## src/rtl/imem_loader_pkg.sv

```systemverilog
// Shared definitions for the imem boot loader: FSM state encoding and
// default frame/size constants.
package imem_loader_pkg;

    typedef enum logic [2:0] {
        IDLE,
        LEN_HI,
        LEN_LO,
        DATA,
        CHECK,
        DONE,
        ERROR
    } state_t;

    localparam int         DEF_MAX_WORDS = 4096;
    localparam logic [7:0] DEF_SYNC_BYTE = 8'hA5;

endpackage

```

## src/rtl/imem_loader_if.sv

```systemverilog
// Byte-stream input, imem write port and processor control outputs of the loader.
interface imem_loader_if #(
    parameter int ADDR_WIDTH = 12
);
    logic                  rx_valid;
    logic [7:0]            rx_byte;
    logic                  rx_ready;
    logic [ADDR_WIDTH-1:0] imem_address;
    logic [31:0]           imem_data;
    logic                  imem_wren;
    logic                  cpu_reset;
    logic                  done;
    logic                  error;

    modport master (
        input  rx_valid, rx_byte,
        output rx_ready, imem_address, imem_data, imem_wren, cpu_reset, done, error
    );

    modport slave (
        output rx_valid, rx_byte,
        input  rx_ready, imem_address, imem_data, imem_wren, cpu_reset, done, error
    );
endinterface

```

## src/rtl/imem_word_assembler.sv

```systemverilog
// Packs accepted bytes MSB-first into 32-bit words and keeps a running XOR of
// every byte since the last clear.
module imem_word_assembler (
    input  logic        clock,
    input  logic        reset,
    input  logic        i_clear,
    input  logic        i_en,
    input  logic [7:0]  i_byte,
    output logic [31:0] o_word,
    output logic        o_word_valid,
    output logic [7:0]  o_xor
);
    logic [23:0] r_shift;
    logic [1:0]  r_count;
    logic [7:0]  r_xor;

    // The 4th byte completes the word combinationally; the caller registers it.
    assign o_word       = {r_shift, i_byte};
    assign o_word_valid = i_en && (r_count == 2'd3);
    assign o_xor        = r_xor;

    always_ff @(posedge clock) begin
        if (reset || i_clear) begin
            r_count <= 2'd0;
            r_xor   <= 8'd0;
        end else if (i_en) begin
            r_count <= r_count + 2'd1;
            r_xor   <= r_xor ^ i_byte;
        end
    end

    always_ff @(posedge clock) begin
        if (i_en) begin
            r_shift <= {r_shift[15:0], i_byte};
        end
    end

endmodule

```

## src/rtl/imem_loader.sv

```systemverilog
// Boot-time imem loader: parses a framed byte stream, writes words from address 0
// and holds the processor in reset until a checksum-verified image is in place.
module imem_loader
    import imem_loader_pkg::*;
#(
    parameter int         ADDR_WIDTH = 12,
    parameter int         MAX_WORDS  = DEF_MAX_WORDS,
    parameter logic [7:0] SYNC_BYTE  = DEF_SYNC_BYTE
) (
    input logic           clock,
    input logic           reset,
    imem_loader_if.master bus
);
    state_t                r_state;
    logic [7:0]            r_len_hi;
    logic [15:0]           r_len;
    logic [ADDR_WIDTH:0]   r_word_idx;
    logic                  r_rx_ready;
    logic                  r_wren;
    logic                  r_cpu_reset;
    logic                  r_done;
    logic                  r_error;
    logic [ADDR_WIDTH-1:0] r_address;
    logic [31:0]           r_data;

    logic        w_xfer;
    logic        w_sync;
    logic        w_data_en;
    logic        w_word_valid;
    logic        w_last;
    logic        w_len_bad;
    logic [15:0] w_len;
    logic [31:0] w_word;
    logic [7:0]  w_xor;

    assign w_xfer    = bus.rx_valid && r_rx_ready;
    assign w_sync    = w_xfer && (r_state == IDLE || r_state == ERROR) && (bus.rx_byte == SYNC_BYTE);
    assign w_data_en = w_xfer && (r_state == DATA);
    assign w_len     = {r_len_hi, bus.rx_byte};
    assign w_len_bad = (w_len == 16'd0) || (int'(w_len) > MAX_WORDS);
    // Index is one bit wider than the address so a full-size image never wraps.
    assign w_last    = (16'(r_word_idx) == r_len - 16'd1);

    imem_word_assembler u_asm (
        .clock        (clock),
        .reset        (reset),
        .i_clear      (w_sync),
        .i_en         (w_data_en),
        .i_byte       (bus.rx_byte),
        .o_word       (w_word),
        .o_word_valid (w_word_valid),
        .o_xor        (w_xor)
    );

    always_ff @(posedge clock) begin
        if (reset) begin
            r_state     <= IDLE;
            r_word_idx  <= '0;
            r_rx_ready  <= 1'b0;
            r_wren      <= 1'b0;
            r_address   <= '0;
            r_data      <= 32'd0;
            r_cpu_reset <= 1'b1;
            r_done      <= 1'b0;
            r_error     <= 1'b0;
        end else begin
            r_rx_ready <= 1'b1;
            r_wren     <= w_word_valid;
            if (w_word_valid) begin
                r_address <= r_word_idx[ADDR_WIDTH-1:0];
                r_data    <= w_word;
            end
            case (r_state)
                IDLE, ERROR: begin
                    if (w_sync) begin
                        r_state    <= LEN_HI;
                        r_word_idx <= '0;
                        r_error    <= 1'b0;
                    end
                end
                LEN_HI: begin
                    if (w_xfer) begin
                        r_len_hi <= bus.rx_byte;
                        r_state  <= LEN_LO;
                    end
                end
                LEN_LO: begin
                    if (w_xfer) begin
                        r_len <= w_len;
                        if (w_len_bad) begin
                            r_state <= ERROR;
                            r_error <= 1'b1;
                        end else begin
                            r_state <= DATA;
                        end
                    end
                end
                DATA: begin
                    if (w_word_valid) begin
                        r_word_idx <= r_word_idx + 1'b1;
                        if (w_last) begin
                            r_state <= CHECK;
                        end
                    end
                end
                CHECK: begin
                    if (w_xfer) begin
                        if (bus.rx_byte == w_xor) begin
                            r_state     <= DONE;
                            r_cpu_reset <= 1'b0;
                            r_done      <= 1'b1;
                            r_rx_ready  <= 1'b0;
                        end else begin
                            r_state <= ERROR;
                            r_error <= 1'b1;
                        end
                    end
                end
                DONE: begin
                    r_rx_ready <= 1'b0;
                end
                default: begin
                    r_state <= IDLE;
                end
            endcase
        end
    end

    assign bus.rx_ready     = r_rx_ready;
    assign bus.imem_address = r_address;
    assign bus.imem_data    = r_data;
    assign bus.imem_wren    = r_wren;
    assign bus.cpu_reset    = r_cpu_reset;
    assign bus.done         = r_done;
    assign bus.error        = r_error;

endmodule

```

## src/flat_wrapper.sv

```systemverilog
// flat-port wrapper written by rule: the top's interface ports become plain ports
module imem_loader_flat import imem_loader_pkg::*;
#(
    parameter int         ADDR_WIDTH = 12,
    parameter int         MAX_WORDS  = DEF_MAX_WORDS,
    parameter logic [7:0] SYNC_BYTE  = DEF_SYNC_BYTE
)
  (clock, reset, bus_rx_valid, bus_rx_byte, bus_rx_ready, bus_imem_address, bus_imem_data, bus_imem_wren, bus_cpu_reset, bus_done, bus_error);
  imem_loader_if #(.ADDR_WIDTH(ADDR_WIDTH)) bus_i ();
  input logic clock;
  input logic reset;
  input wire logic [$bits(bus_i.rx_valid)-1:0] bus_rx_valid;
  input wire logic [$bits(bus_i.rx_byte)-1:0] bus_rx_byte;
  output wire logic [$bits(bus_i.rx_ready)-1:0] bus_rx_ready;
  output wire logic [$bits(bus_i.imem_address)-1:0] bus_imem_address;
  output wire logic [$bits(bus_i.imem_data)-1:0] bus_imem_data;
  output wire logic [$bits(bus_i.imem_wren)-1:0] bus_imem_wren;
  output wire logic [$bits(bus_i.cpu_reset)-1:0] bus_cpu_reset;
  output wire logic [$bits(bus_i.done)-1:0] bus_done;
  output wire logic [$bits(bus_i.error)-1:0] bus_error;
  assign bus_i.rx_valid = bus_rx_valid;
  assign bus_i.rx_byte = bus_rx_byte;
  assign bus_rx_ready = bus_i.rx_ready;
  assign bus_imem_address = bus_i.imem_address;
  assign bus_imem_data = bus_i.imem_data;
  assign bus_imem_wren = bus_i.imem_wren;
  assign bus_cpu_reset = bus_i.cpu_reset;
  assign bus_done = bus_i.done;
  assign bus_error = bus_i.error;
  imem_loader #(.ADDR_WIDTH(ADDR_WIDTH), .MAX_WORDS(MAX_WORDS), .SYNC_BYTE(SYNC_BYTE)) u_core (.clock(clock), .reset(reset), .bus(bus_i));
endmodule
```

## config.mk

```make
export PLATFORM = sky130hd
export DESIGN_NAME = imem_loader_flat
export DESIGN_NICKNAME = d
export VERILOG_FILES = /design/src/rtl/imem_loader_pkg.sv /design/src/rtl/imem_loader_if.sv /design/src/rtl/imem_word_assembler.sv /design/src/rtl/imem_loader.sv /design/src/flat_wrapper.sv
export SDC_FILE = /design/constraint.sdc
export NUM_CORES = 1
export LEC_CHECK = 0
export BUFFER_PORTS_ARGS = -buffer_cell sky130_fd_sc_hd__buf_2
export CORE_AREA = 2 2 142 75
export DETAILED_ROUTE_END_ITERATION = 8
export DIE_AREA = 0 0 144 77
export GPL_ROUTABILITY_DRIVEN = 0
export PLACE_DENSITY = 0.8
export SLEW_MARGIN = 5
export SYNTH_ARGS = -nofsm -noshare
export SYNTH_HDL_FRONTEND = slang
export SYNTH_SLANG_ARGS = --single-unit
```

## constraint.sdc

```tcl
create_clock -name clock -period 4.2 [get_ports clock]
set_clock_uncertainty 0.05 [all_clocks]
set_input_delay 0.63 -clock clock [delete_from_list [all_inputs] [get_ports clock]]
set_output_delay 0.63 -clock clock [all_outputs]
set_load 0.01 [all_outputs]
```

[Word-level counts from Yosys, hierarchy flattened]
Cells that the tools add are included.
Word-level totals
  output and inout port bits: 49
  word-level logic and storage cells: 79
  bits of input ports: 11
  bits in registers: 123
Operators by class
  bitwise gates (word level): 3
  add/subtract/negate cells: 3
  reduce and logical (&&, ||, !) cells: 19
  muxes and demuxes: 21
  equality and inequality tests: 18
  $lt $le $gt $ge: 1
Operator list (number)
  $mux 13: 2
  $pmux 13 s2: 1
  $mux 3: 7
  $pmux 3 s6: 1
  $eq 13x16->1: 1
  $gt 16x13->1 const B: 1
  $logic_not 16->1: 1
  $sub 16x1->16 const B: 1
  $add 13x1->13 const B: 1
  $ne 2x1->1 const B: 6
  $reduce_and 3->1: 4
  $eq 3x3->1 const B: 3
  $eq 8x8->1: 1
  $eq 8x8->1 const B: 1
  $xor 8x8->8: 1
  $mux 1: 7
  $reduce_and 7->1: 1
  $eq 3x2->1 const B: 2
  $reduce_and 6->1: 1
  $logic_and 1x1->1: 5
  $ne 2x2->1 const B: 2
  $eq 3x1->1 const B: 1
  $logic_not 3->1: 1
  $logic_or 1x1->1: 3
  9 further kinds: 10

[Depth between registers and ports, before layout]
  depth in word-level cells: 6
  gate-level depth with buffers: 9
  depth with buffers taken out: 8

[Hierarchy]
A second synthesis with hierarchy kept.
Unflattened totals
  cells, all modules: 478
  area, all modules: 5308.8 µm²
Modules (own cells, without submodules)
  imem_loader: area an instance 4058.9 µm², sequential area each 2021.9 µm², cells each 402, instances 1
  imem_word_assembler: area an instance 1249.9 µm², sequential area each 920.9 µm², cells each 76, instances 1

[Least setup slack after synthesis]
Ideal clock, no wire load.
  path kind: input to register
  from: input reset
  to: register u_core.r_len[0], enable pin
  path slack: 1.687 ns
  cell stages on the path: 3
  arrival time: 2.054 ns
  cells stage by stage: buf_6 > buf_6 > nor3_1
Between the ends
  word-level cells in the longest chain between the ends: 2
RTL lines
  start, declared: line flat_wrapper.sv:11  | input logic reset;
  $not 1->1 (no source line)
  $reduce_and 3->1 (no source line)
  end signal, assigned: line imem_loader.sv:89  | r_len <= w_len;
  end, declared: line imem_loader.sv:16  | logic [15:0] r_len;
Every way passes these cells.
A chain may end at the register's enable or synchronous reset.

[Worst setup path after layout]
  from: register u_core.r_len[0]
  to: register u_core.r_state[1]
Between the ends
  word-level cells in the longest chain between the ends: 4
RTL lines
  $sub 16x1->16: line imem_loader.sv:42  | assign w_last = (16'(r_word_idx) == r_len - 16'd1);
  $eq 13x16->1: line imem_loader.sv:42
  $ne 2x1->1 (no source line)
  $reduce_and 7->1 (no source line)
  end signal, assigned: line imem_loader.sv:57  | r_state <= IDLE;
  end signal, assigned: line imem_loader.sv:76  | r_state <= LEN_HI;
  end signal, assigned: line imem_loader.sv:84  | r_state <= LEN_LO;
  end, declared: line imem_loader.sv:14  | state_t r_state;
Every way passes these cells.

==> results.yml <==
run_status:
  outcome: "completed"
pwr:
  total_power_uw: 2650
  leakage_uw: 0.00223
  power_density_nw_per_um2: 429
  ir_drop_mv: 0.284
route:
  drtPass1Iterations: 5
  num_vias: 4157
  drc: 0
  viasPerCell: 5.67
  drt-wirelength-per-cell_um: 17.1
  routed_wl_um: 12600
  drtIter0Drc: 406
  ant_nets: 0
place:
  port-buffer-count: 59
  placed_cells: 701
  dp.final_hpwl_um: 8520
  dp_slack_ns: 1.35
floorplan:
  core_um2: 9860
  dieWidth_um: 144
  start_util: 0.534
  rows: 26
  die_y_um: 77
  ios: 60
  die-area_um2: 11100
timing:
  relSlewSlack: 0.120
  worstMarginPinSlew_ns: 1.31
  fin_crit_ns: 3.00
  drv_slew: 0
  fin_ws_ns: 1.20
  fin_setup_tns_ns: 0
  hold_viol_final: 0
  fmax_mhz: 333
  grt_setup_unrepaired: "no"
  final-setup-viol-count: 0
  fin_crit_sh: 0.715
setup_path:
  path_class: "reg2reg"
  endpoint_kind: "flip-flop"
  worstPathRequired_ns: 4.43
  r2r_setup_slack_ns: 1.20
  crit_path_max_fanout: 5
  startpoint: "u_core.r_len[0]"
  startpoint_type: "flip-flop"
  worstPathArrival_ns: 3.24
  endpoint: "u_core.r_state[1]"
  r2r-start: "u_core.r_len[0]"
  rr_worst_depth: 6
  timing.rr.end: "u_core.r_state[1]"
logic_synthesis:
  syn_nets: 540
  synth.top_cell.area_share: 0.285
  synthTopCellsByArea: "dfxtp_1 29%, edfxtp_1 27%, nand2_1 7.3%"
  synth_edf_count: 48
  syn-cell-area_um2: 5260
  async_flop_share: 0
  syn_inst: 526
  yosysWarnings: 0
  seq_area_frac_synth: 0.559
  yosysUniqueCellTypes: 61
  ys.flop_type: "dfxtp_1"
  yosysTopAreaCell: "dfxtp_1"
  ys_seq_elements: 123
  syn_area_per_cell_um2: 10.0
cts:
  cts_hold_buf: 0
  clk_path_buf_depth: 2
  cts_tree: "built"
  clk_latency_ns: 0.41
  cts_made_buffers: 17
  clkSinkCount: 123
  htreeDepth: 4
  cts_root_buf: "clkbuf_16"
  cts_setup_buffers: 0
  clkTransAtPathRegs_ns: 0.06
  cts.repair.resized: 0
final_layout:
  layout_common_cells: "103 x nand2_1, 75 x dfxtp_1, 59 x buf_2"
  area_growth_pct: 17.2
  final_cells: 733
  final_common_cell: "nand2_1"
  nets: 594
  drive_above_1_share: 0.191
  n_antenna_cell: 0
flow_run:
  maxCapViolations: 0
global_routing:
  grt_pass1_vias: 3836
  grt_max_degree: 55
  grt_usage: 0.239
  antenna_found_initial: 0
  gr-total-overflow: 0
  grt_pass1_wl_um: 19900
hold_path:
  hp-class: "reg2reg"
[layout make-up]
cell class | instances | area (um2)
multi-input cells | 364 | 2110
flip-flops and latches | 123 | 2940
repair buffers | 64 | 333
fillers | 798 | 3690
inverters | 10 | 37.5
well taps | 140 | 175
clock buffers | 19 | 454
clock inverters | 13 | 108
[stage by stage]
step                area (um2)   util  hold slack, ns
floorplan                 5260      -           0.376
global placement          5600  0.568           0.380
detailed placement        5600  0.568           0.383
CTS                       6160  0.625           0.394
global route              6160  0.625           0.412
finish                    6160  0.625           0.391
[routing by layer]
metal | global-route usage | vias up | part of all wire
met2 | 0.332 | 226 | 0.43
met1 | 0.342 | 1967 | 0.46
met3 | 0.0993 | 18 | 0.11
met5 | 0 | - | 0
li1 | - | 1946 | -
met4 | 0.0667 | 0 | 0.0081
[flip-flops by register name, summed over array words and instances (netlist names)]
| signal | flops |
|---|---|
| u_core.bus.imem_data | 32 |
| u_core.bus.imem_wren | 1 |
| u_core.bus.rx_ready | 1 |
| u_core.r_len_hi | 8 |
| u_core.u_asm.r_shift | 24 |
| u_core.r_state | 3 |
| u_core.bus.done | 1 |
| u_core.bus.error | 1 |
| u_core.u_asm.r_count | 2 |
| u_core.bus.imem_address | 12 |
| u_core.bus.cpu_reset | 1 |
| u_core.r_len | 16 |
| u_core.r_word_idx | 13 |
| u_core.u_asm.o_xor | 8 |
[cell usage after synthesis, types with 2 or more instances]
master,instances
nor4_2,2
nand3_1,10
xor2_1,17
xnor2_1,29
dfxtp_1,75
or3_2,2
mux2i_1,2
o211ai_1,2
a21oi_1,58
clkbuf_1,21
o31ai_1,2
a31oi_1,4
nand2b_1,5
nor3b_1,5
nor3_1,8
nor2_1,33
o41ai_1,2
and2_1,4
nor2b_1,6
or2_2,4
buf_1,2
or3_1,5
ha_1,3
and3_1,6
o21ai_0,3
nand2_1,103
nand4b_1,2
a21o_1,3
or4_4,2
buf_6,3
nor4_1,8
a211oi_1,2
edfxtp_1,48
nand3b_1,2
nand4_1,8
inv_1,10
[power breakdown]
group / switching [uW] / total [uW] / internal, uW
Combinational: 31.2 / 40.6 / 9.44
Sequential: 1.17 / 1240 / 1240
Clock: 567 / 1370 / 802
[critical path, stage by stage, from the launching register on]
cell and delay (ns):
edfxtp_1 0.44, nor4_1 1.10, nand3_1 0.28, o41ai_1 0.40, a31oi_1 0.15, nor4_1 0.35
a21oi_1 0.11
[cells by family (layout without fill, tap and decap cells)]
group / Yosys count / in the layout / share of synthesized area
buf+inv: 39 / 106 / 0.0402
flops: 123 / 123 / 0.559
fa+ha+maj: 3 / 3 / 0.00714
compound gates: 91 / 91 / 0.104
xor+xnor: 46 / 46 / 0.0766
mux: 3 / 3 / 0.00595
simple gates: 221 / 221 / 0.207
[worst min-delay path by stage]
| stage | start | end | depth (start not counted) |
|---|---|---|---|
| floorplan | u_core.u_asm.r_shift[2] | u_core.u_asm.r_shift[10] | 0 |
| global placement | u_core.bus.done | u_core.bus.done | 2 |
| detailed placement | u_core.u_asm.r_shift[15] | u_core.u_asm.r_shift[23] | 0 |
| CTS | u_core.bus.done | u_core.bus.done | 2 |
| global route | u_core.u_asm.r_shift[6] | u_core.u_asm.r_shift[14] | 0 |
| finish | u_core.bus.done | u_core.bus.done | 2 |
Note: power is estimated with default switching activity, not from simulation.
